--- src/rtl/wb_trap_unit.sv ---
// wb_trap_unit: writeback trap generator and machine-mode trap CSR file.
// Define TRAP_TIMER_IRQ_EN to enable the machine-timer interrupt path (mie.MTIE, mip.MTIP).
module wb_trap_unit #(
  parameter int PC_WIDTH = 32
) (
  input  logic                clk,
  input  logic                rst,
  input  logic                wb_valid_i,
  input  logic [PC_WIDTH-1:0] wb_pc_i,
  input  logic                wb_exc_i,
  input  logic [3:0]          wb_exc_cause_i,
  input  logic [31:0]         wb_exc_tval_i,
  input  logic                wb_mret_i,
  input  logic                csr_we_i,
  input  logic [11:0]         csr_addr_i,
  input  logic [31:0]         csr_wdata_i,
  output logic [31:0]         csr_rdata_o,
  input  logic                irq_timer_i,
  output logic                wb_commit_o,
  output logic                wb_trap_o,
  output logic [PC_WIDTH-1:0] wb_trap_handle_pc_o
);
  typedef enum logic {RUN, DRAIN} state_t;
  state_t r_state;
  logic r_mie, r_mpie;
  logic [PC_WIDTH-1:0] r_mtvec, r_mepc;
  logic [31:0] r_mcause, r_mtval;
  logic w_act, w_irq, w_exc, w_int, w_mret, w_vec, w_csr_we;
  logic [31:0] w_mie_rd, w_mip_rd;
  logic [PC_WIDTH-1:0] w_wd;
  assign w_act    = wb_valid_i & (r_state == RUN);
  assign w_exc    = w_act & wb_exc_i;
  assign w_int    = w_act & ~wb_exc_i & w_irq;
  assign w_mret   = w_act & ~wb_exc_i & ~w_irq & wb_mret_i;
  assign w_vec    = w_exc | w_int;
  assign w_csr_we = w_act & csr_we_i & ~wb_trap_o;
  assign w_wd     = PC_WIDTH'(csr_wdata_i);
  assign wb_trap_o           = w_vec | w_mret;
  assign wb_commit_o         = w_act & ~w_vec;
  assign wb_trap_handle_pc_o = w_vec ? {r_mtvec[PC_WIDTH-1:2], 2'b00} : w_mret ? r_mepc : '0;
`ifdef TRAP_TIMER_IRQ_EN
  logic r_mtie, r_mtip;
  assign w_irq    = r_mie & r_mtie & r_mtip;
  assign w_mie_rd = {24'b0, r_mtie, 7'b0};
  assign w_mip_rd = {24'b0, r_mtip, 7'b0};
  always_ff @(posedge clk)
    if (rst) begin
      r_mtie <= 1'b0;
      r_mtip <= 1'b0;
    end else begin
      r_mtip <= irq_timer_i;
      if (w_csr_we && csr_addr_i == 12'h304) r_mtie <= csr_wdata_i[7];
    end
`else
  logic w_unused;
  assign w_unused = irq_timer_i;
  assign w_irq    = 1'b0;
  assign w_mie_rd = '0;
  assign w_mip_rd = '0;
`endif
  assign csr_rdata_o = csr_addr_i == 12'h300 ? {24'b0, r_mpie, 3'b0, r_mie, 3'b0} :
                       csr_addr_i == 12'h304 ? w_mie_rd :
                       csr_addr_i == 12'h305 ? 32'(r_mtvec) :
                       csr_addr_i == 12'h341 ? 32'(r_mepc) :
                       csr_addr_i == 12'h342 ? r_mcause :
                       csr_addr_i == 12'h343 ? r_mtval :
                       csr_addr_i == 12'h344 ? w_mip_rd : 32'h0;
  always_ff @(posedge clk)
    if (rst) begin
      r_state  <= RUN;
      r_mie    <= 1'b0;
      r_mpie   <= 1'b0;
      r_mtvec  <= '0;
      r_mepc   <= '0;
      r_mcause <= '0;
      r_mtval  <= '0;
    end else begin
      r_state <= wb_trap_o ? DRAIN : RUN;
      if (w_vec) begin
        r_mepc   <= wb_pc_i;
        r_mcause <= w_int ? 32'h8000_0007 : {28'b0, wb_exc_cause_i};
        r_mtval  <= w_int ? 32'h0 : wb_exc_tval_i;
        r_mpie   <= r_mie;
        r_mie    <= 1'b0;
      end else if (w_mret) begin
        r_mie  <= r_mpie;
        r_mpie <= 1'b1;
      end else if (w_csr_we) begin
        case (csr_addr_i)
          12'h300: begin
            r_mie  <= csr_wdata_i[3];
            r_mpie <= csr_wdata_i[7];
          end
          12'h305: r_mtvec  <= w_wd;
          12'h341: r_mepc   <= {w_wd[PC_WIDTH-1:2], 2'b00};
          12'h342: r_mcause <= csr_wdata_i;
          12'h343: r_mtval  <= csr_wdata_i;
          default: ;
        endcase
      end
    end
endmodule

--- config.mk ---
export PLATFORM = sky130hd
export DESIGN_NAME = wb_trap_unit
export DESIGN_NICKNAME = d
export VERILOG_FILES = /design/src/rtl/wb_trap_unit.sv
export SDC_FILE = /design/constraint.sdc
export NUM_CORES = 1
export LEC_CHECK = 0
export CORE_MARGIN = 1
export CORE_UTILIZATION = 54
export DETAILED_ROUTE_END_ITERATION = 6
export HOLD_SLACK_MARGIN = 0.12
export PLACE_DENSITY = 0.92
export SKIP_LAST_GASP = 1
export SLEW_MARGIN = 20
export SYNTH_ARGS = -nofsm -noshare
export SYNTH_HDL_FRONTEND = slang
export SYNTH_SLANG_ARGS = --single-unit
--- constraint.sdc ---
create_clock -name clk -period 4.05 [get_ports clk]
set_input_delay 0.405 -clock clk [delete_from_list [all_inputs] [get_ports clk]]
set_output_delay 0.405 -clock clk [all_outputs]
set_load 0.01 [all_outputs]
# == Word-level counts from Yosys, hierarchy flattened ==
# Cells that the tools add are included.
# totals
regBits,131
input_bits,119
elab_cells,72
# op_classes
eq_ne,7
muxes,28
n_bitwise,13
n_reduce_logical,16
# ops
operator,n
2-to-1 mux 32 bit,16
"equality test 12 x 10 -> 1 bit, second input constant",6
2-to-1 mux 4 bit,4
AND reduction 3 bit,4
nonzero test 2 bit,6
2-to-1 mux 1 bit,8
bitwise AND 1 bit,7
nonzero test 3 bit,2
NOT 1 bit,5
AND reduction 2 bit,2
AND reduction 4 bit,1
"!= test 2 x 1 -> 1 bit, second input constant",1
OR reduction 2 bit,1
bitwise OR 1 bit,1

# == Logic depth before layout (Yosys ltp) ==
# Gate-level depths: netlist (run 1).
# depth
depth_word,10
mapped_depth,7
ltp_nobuf,4

# == Least setup slack after synthesis (run 1) ==
# No wires, ideal clock.
# synth_timing
path_kind,input-to-output
startpoint,input csr_addr_i[3]
endpoint,output csr_rdata_o[13]
t_arrival_ns,2.066
required_ns,3.645
setup_slack_ns,1.579
path_stages,5
cell_sequence,nor4_2 -> nand3_1 -> clkbuf_1 -> clkbuf_1 -> o41ai_1
# synth_between
elab_chain_len,7
word_cells_on_any_way,12
cone_classes,eq/ne: 6; mux: 6
# synth_rtl
item,line,rtl
"start, declared",15,"input logic [11:0] csr_addr_i,"
equality test 12 x 10 -> 1 bit,66,csr_addr_i == 12'h343 ? r_mtval :
2-to-1 mux 32 bit,66,
2-to-1 mux 32 bit,65,csr_addr_i == 12'h342 ? r_mcause :
2-to-1 mux 32 bit,64,csr_addr_i == 12'h341 ? 32'(r_mepc) :
2-to-1 mux 32 bit,63,csr_addr_i == 12'h305 ? 32'(r_mtvec) :
2-to-1 mux 32 bit,62,csr_addr_i == 12'h304 ? w_mie_rd :
2-to-1 mux 32 bit (*),61,"assign csr_rdata_o = csr_addr_i == 12'h300 ? {24'b0, r_mpie, 3'b0, r_mie, 3'b0} :"
"end, declared",17,"output logic [31:0] csr_rdata_o,"
# Mark *: on every way between the ends. The rest lies on a longest branch, timed or not.

# == Worst setup path after layout (run 1) ==
# layout_timing
startpoint,input csr_addr_i[5]
endpoint,output csr_rdata_o[26]
# The elaborated chain is that of the path after synthesis.

==> results of run 1 <==
registers in the layout (all words and copies together) (netlist names):
register and cells:
r_mtvec 32, r_mcause 32, r_mepc 32, r_mtval 32
r_state 1, r_mie 1, r_mpie 1
per-layer routing:
metal	global-route usage	vias to the layer above
met3	0.109	157
li1	-	3721
met4	0.220	0
met1	0.483	4016
met5	0	-
met2	0.608	783
final cells by class:
class / instances / share of cell area
clock buffer: 24 / 0.0511
clock inverter: 5 / 0.00764
inverter: 5 / 0.00191
multi-input combinational: 651 / 0.426
sequential: 131 / 0.267
tap: 172 / 0.0219
timing repair buffer: 226 / 0.225
worst max-delay path by stage:
stage,startpoint,endpoint,depth (start not counted)
detailed placement,csr_addr_i[5],csr_rdata_o[10],7
floorplan,csr_addr_i[3],csr_rdata_o[13],5
global route,csr_addr_i[3],csr_rdata_o[10],7
finish,csr_addr_i[5],csr_rdata_o[26],7
global placement,csr_addr_i[5],csr_rdata_o[10],7
CTS,csr_addr_i[5],csr_rdata_o[10],7
worst reg2reg max path: cells and delay by family (launching register included):
kind | cells | cell delay [ns]
flops | 1 | 0.35
mux | 1 | 0.21
compound gates | 1 | 0.27
simple gates | 2 | 1.47
cells in the mapped netlist (3+ instances only):
cell / count
o21ai_0: 105
a22o_1: 30
mux2i_1: 33
inv_1: 5
a32oi_1: 33
clkbuf_1: 90
nor2_1: 43
dfxtp_1: 131
o41ai_1: 11
nor3_1: 3
nand4_1: 36
or3_1: 4
o211ai_1: 3
a211o_1: 3
nand3b_1: 4
a22oi_1: 14
a311oi_1: 4
nand2_1: 31
buf_2: 14
mux2_2: 16
nor2b_1: 7
a211oi_1: 59
buf_1: 4
a21oi_1: 109
and3_1: 15
nand2b_1: 3
nand3_1: 62
where the power goes:
part           total (mW)  leakage [nW]  switching [mW]  internal, mW
Sequential           1.36          1.07          0.0292          1.33
Combinational       0.438          2.01           0.237         0.201
Clock                1.53         0.288           0.557         0.973
Total                3.33          3.36           0.824          2.51
logic make-up (layout without fill, tap and decap cells):
logic type	Yosys count	count (layout)	share of synthesized area
AOI/OAI and AO/OA	376	376	0.332
buffers and inverters	115	260	0.0643
DFF	131	131	0.364
muxes	49	49	0.0708
and+or+nand+nor	226	226	0.170
through the flow:
step	cell area [µm²]	worst slack, ns
after floorplan	7210	1.58
after global placement	9250	0.609
after detailed placement	9250	0.579
after CTS	9830	0.579
after global routing	9830	0.410
final	9830	0.522
==> impl_table.tex, run 1 <==
\begin{tabular}{lr}
\hline
Metric & Value \\
\hline
\multicolumn{2}{l}{\textbf{Setup path}} \\
Crit Reg-Reg Endpoint & r\_mtval[0] \\
Reg2Reg Launch Point & r\_state \\
Classification of the worst setup path & in2out \\
Count of cells along the worst register-to-register path & 4 \\
Critical Path Sink Type & output pin \\
Critical-path cell with the highest stage delay & clkdlybuf4s50\_1 \\
Kind of start point of the critical path & input port \\
Largest stage delay, worst path & 0.60 ns \\
Most used cell, CP & clkdlybuf4s50\_1 \\
Number of buffers and inverters on the critical path & 3 \\
Kind of cell adding the most delay to the critical path & buffers and inverters \\
Worst path cell trace & clkdlybuf4s50\_1 -> nor4\_4 -> and4\_1 -> buf\_4 -> nand3b\_1 -> a32oi\_1 -> clkdlybuf4s50\_1 \\
Maximum fanout encountered on the critical timing path & 14 \\
Reg-to-reg setup timing slack & 1.67 ns \\
Endpoint required time on the critical path & 3.64 ns \\
Arrival time reported for the critical path endpoint & 3.12 ns \\
\multicolumn{2}{l}{\textbf{Timing}} \\
Slew Limit Fails & 0 \\
Relative slew slack & 0.374 \\
Final hold slack & 0.418 ns \\
Number of failing hold endpoints at the final stage & 0 \\
Highest achievable clock rate & 283 MHz \\
Number of failing setup endpoints in the final timing report & 0 \\
Clock period minus final worst setup slack & 3.53 ns \\
Setup TNS & 0 ns \\
Tightest Pin Transition & 0.937 ns \\
Maximum clock skew at final layout & 0.00623 ns \\
Portion of the clock cycle consumed by the worst path in the final layout & 0.871 \\
Unrepaired setup endpoints after global routing & false \\
\multicolumn{2}{l}{\textbf{Global route}} \\
Number of antenna violations at the first check in global routing & 0 \\
Largest net degree at the start of global routing & 68 \\
GRT Total Usage & 0.390 \\
Wire length of the first global-routing pass & 43,000 µm \\
Number of global-route vias before repair & 8,352 \\
Total congestion overflow after global routing & 0 \\
\multicolumn{2}{l}{\textbf{Routing}} \\
ANT nets after route & 0 \\
Wire per inst & 22.5 µm \\
Count of vias placed by the detailed router & 8,677 \\
Highest signal layer in the routed design & met4 \\
Via count normalized by instance count & 7.15 \\
Amount of wire on met3 after detailed routing & 3560 µm \\
Met2 wire length & 12,300 µm \\
Pre-antenna DRT Iters & 6 \\
DR iter-0 viols & 1,472 \\
Overall routed net length & 27,400 µm \\
Metal1 wirelength & 10,200 µm \\
Drt drc & 0 \\
\multicolumn{2}{l}{\textbf{Logic synthesis}} \\
Number of storage elements in the synthesis netlist & 131 \\
Predominant post-synthesis flop cell & dfxtp\_1 \\
Count of synthesis-stage warnings from yosys & 0 \\
Area of the mapped netlist & 0.00721 mm² \\
Number of enable flip-flop cells after synthesis & 0 \\
Net count after synthesis & 1,016 \\
Largest area contributor in the netlist & dfxtp\_1 \\
Top cell type's share of synthesized area & 0.364 \\
Main area contributors after synthesis & dfxtp\_1 36\%, a21oi\_1 7.6\%, o21ai\_0 7.3\% \\
Synthesized area per cell & 8.04 µm² \\
Instance count of the mapped netlist & 897 \\
Number of distinct library cells after synthesis & 47 \\
Async set-reset flop share out of synthesis & 0 \\
Share of synthesized area occupied by flip-flops and latches & 0.364 \\
\multicolumn{2}{l}{\textbf{Power and ir drop}} \\
Maximum vdd drop & 0.000362 V \\
Post-layout power & 3.33 mW \\
Leak Pwr & 3.36 nW \\
Pwr per Cell Area & 339 mW/mm² \\
\multicolumn{2}{l}{\textbf{Clocking}} \\
Clock transition at path regs & 0.06 ns \\
Cts-stage hold buffer count & 0 \\
Post-CTS setup-driven buffer insertion count & 0 \\
Deepest clock path buffer count & 2 \\
Clock buffer count from CTS & 17 \\
Count of clock tree sinks & 131 \\
Number of gates given a new drive strength after cts & 0 \\
Buffer cell driving the clock tree root & clkbuf\_16 \\
Insertion delay to the later sink of the worst-skew pair & 0.43 ns \\
CTS H-tree lvls & 4 \\
Clock tree from TritonCTS & done \\
\multicolumn{2}{l}{\textbf{Cells and area}} \\
Proportion of layout cells with a drive suffix above 1 & 0.0979 \\
Area added between synthesis and finish & 36.2\% \\
Layout net count & 1,151 \\
Register area & 0.00262 mm² \\
Leading cell types in the layout, fill and taps excluded & 181 x clkdlybuf4s50\_1, 131 x dfxtp\_1, 109 x a21oi\_1 \\
Most frequent standard cell in the layout excluding fill and tap cells & clkdlybuf4s50\_1 \\
Core occupancy in the finished layout & 0.766 \\
Filler cells & 863 \\
Multi-input logic area & 0.00419 mm² \\
Ant diodes & 0 \\
Finished Layout Cells & 1,214 \\
\multicolumn{2}{l}{\textbf{Worst hold path}} \\
Hold Path Cell Cnt & 2 \\
Hold wc startpoint & rst \\
Hold Crit Class & in2reg \\
Endpoint of the worst hold-timing path & r\_mtvec[2] \\
\multicolumn{2}{l}{\textbf{Placement}} \\
Number of input and output port buffers inserted & 183 \\
Global placer's final weighted congestion & 0.932 \\
Detailed placer's ending HPWL & 16,900 µm \\
Total placed cells including tap cells & 1,185 \\
\multicolumn{2}{l}{\textbf{Outcome}} \\
Status & completed \\
\multicolumn{2}{l}{\textbf{Die}} \\
Floorplan die height & 118 µm \\
Die outline area & 0.0138 mm² \\
Starting density of the core & 0.563 \\
Number of top-level design ports & 185 \\
Horizontal die dimension & 118 µm \\
Core outline area & 0.0128 mm² \\
Row cnt & 41 \\
\multicolumn{2}{l}{\textbf{Flow run}} \\
Total of max-cap violations & 0 \\
\hline
\end{tabular}
(Power assumes the default switching activity.)
==> inputs of run 2 (changes only) <==
--- a/config.mk
+++ b/config.mk
@@ -8,6 +8,7 @@
 export CORE_MARGIN = 1
 export CORE_UTILIZATION = 54
 export DETAILED_ROUTE_END_ITERATION = 6
+export GPL_ROUTABILITY_DRIVEN = 0
 export HOLD_SLACK_MARGIN = 0.12
 export PLACE_DENSITY = 0.92
 export SKIP_LAST_GASP = 1
==> results of run 2 <==
Same layout as run 1: the final DEF is identical, and so are final timing and power.
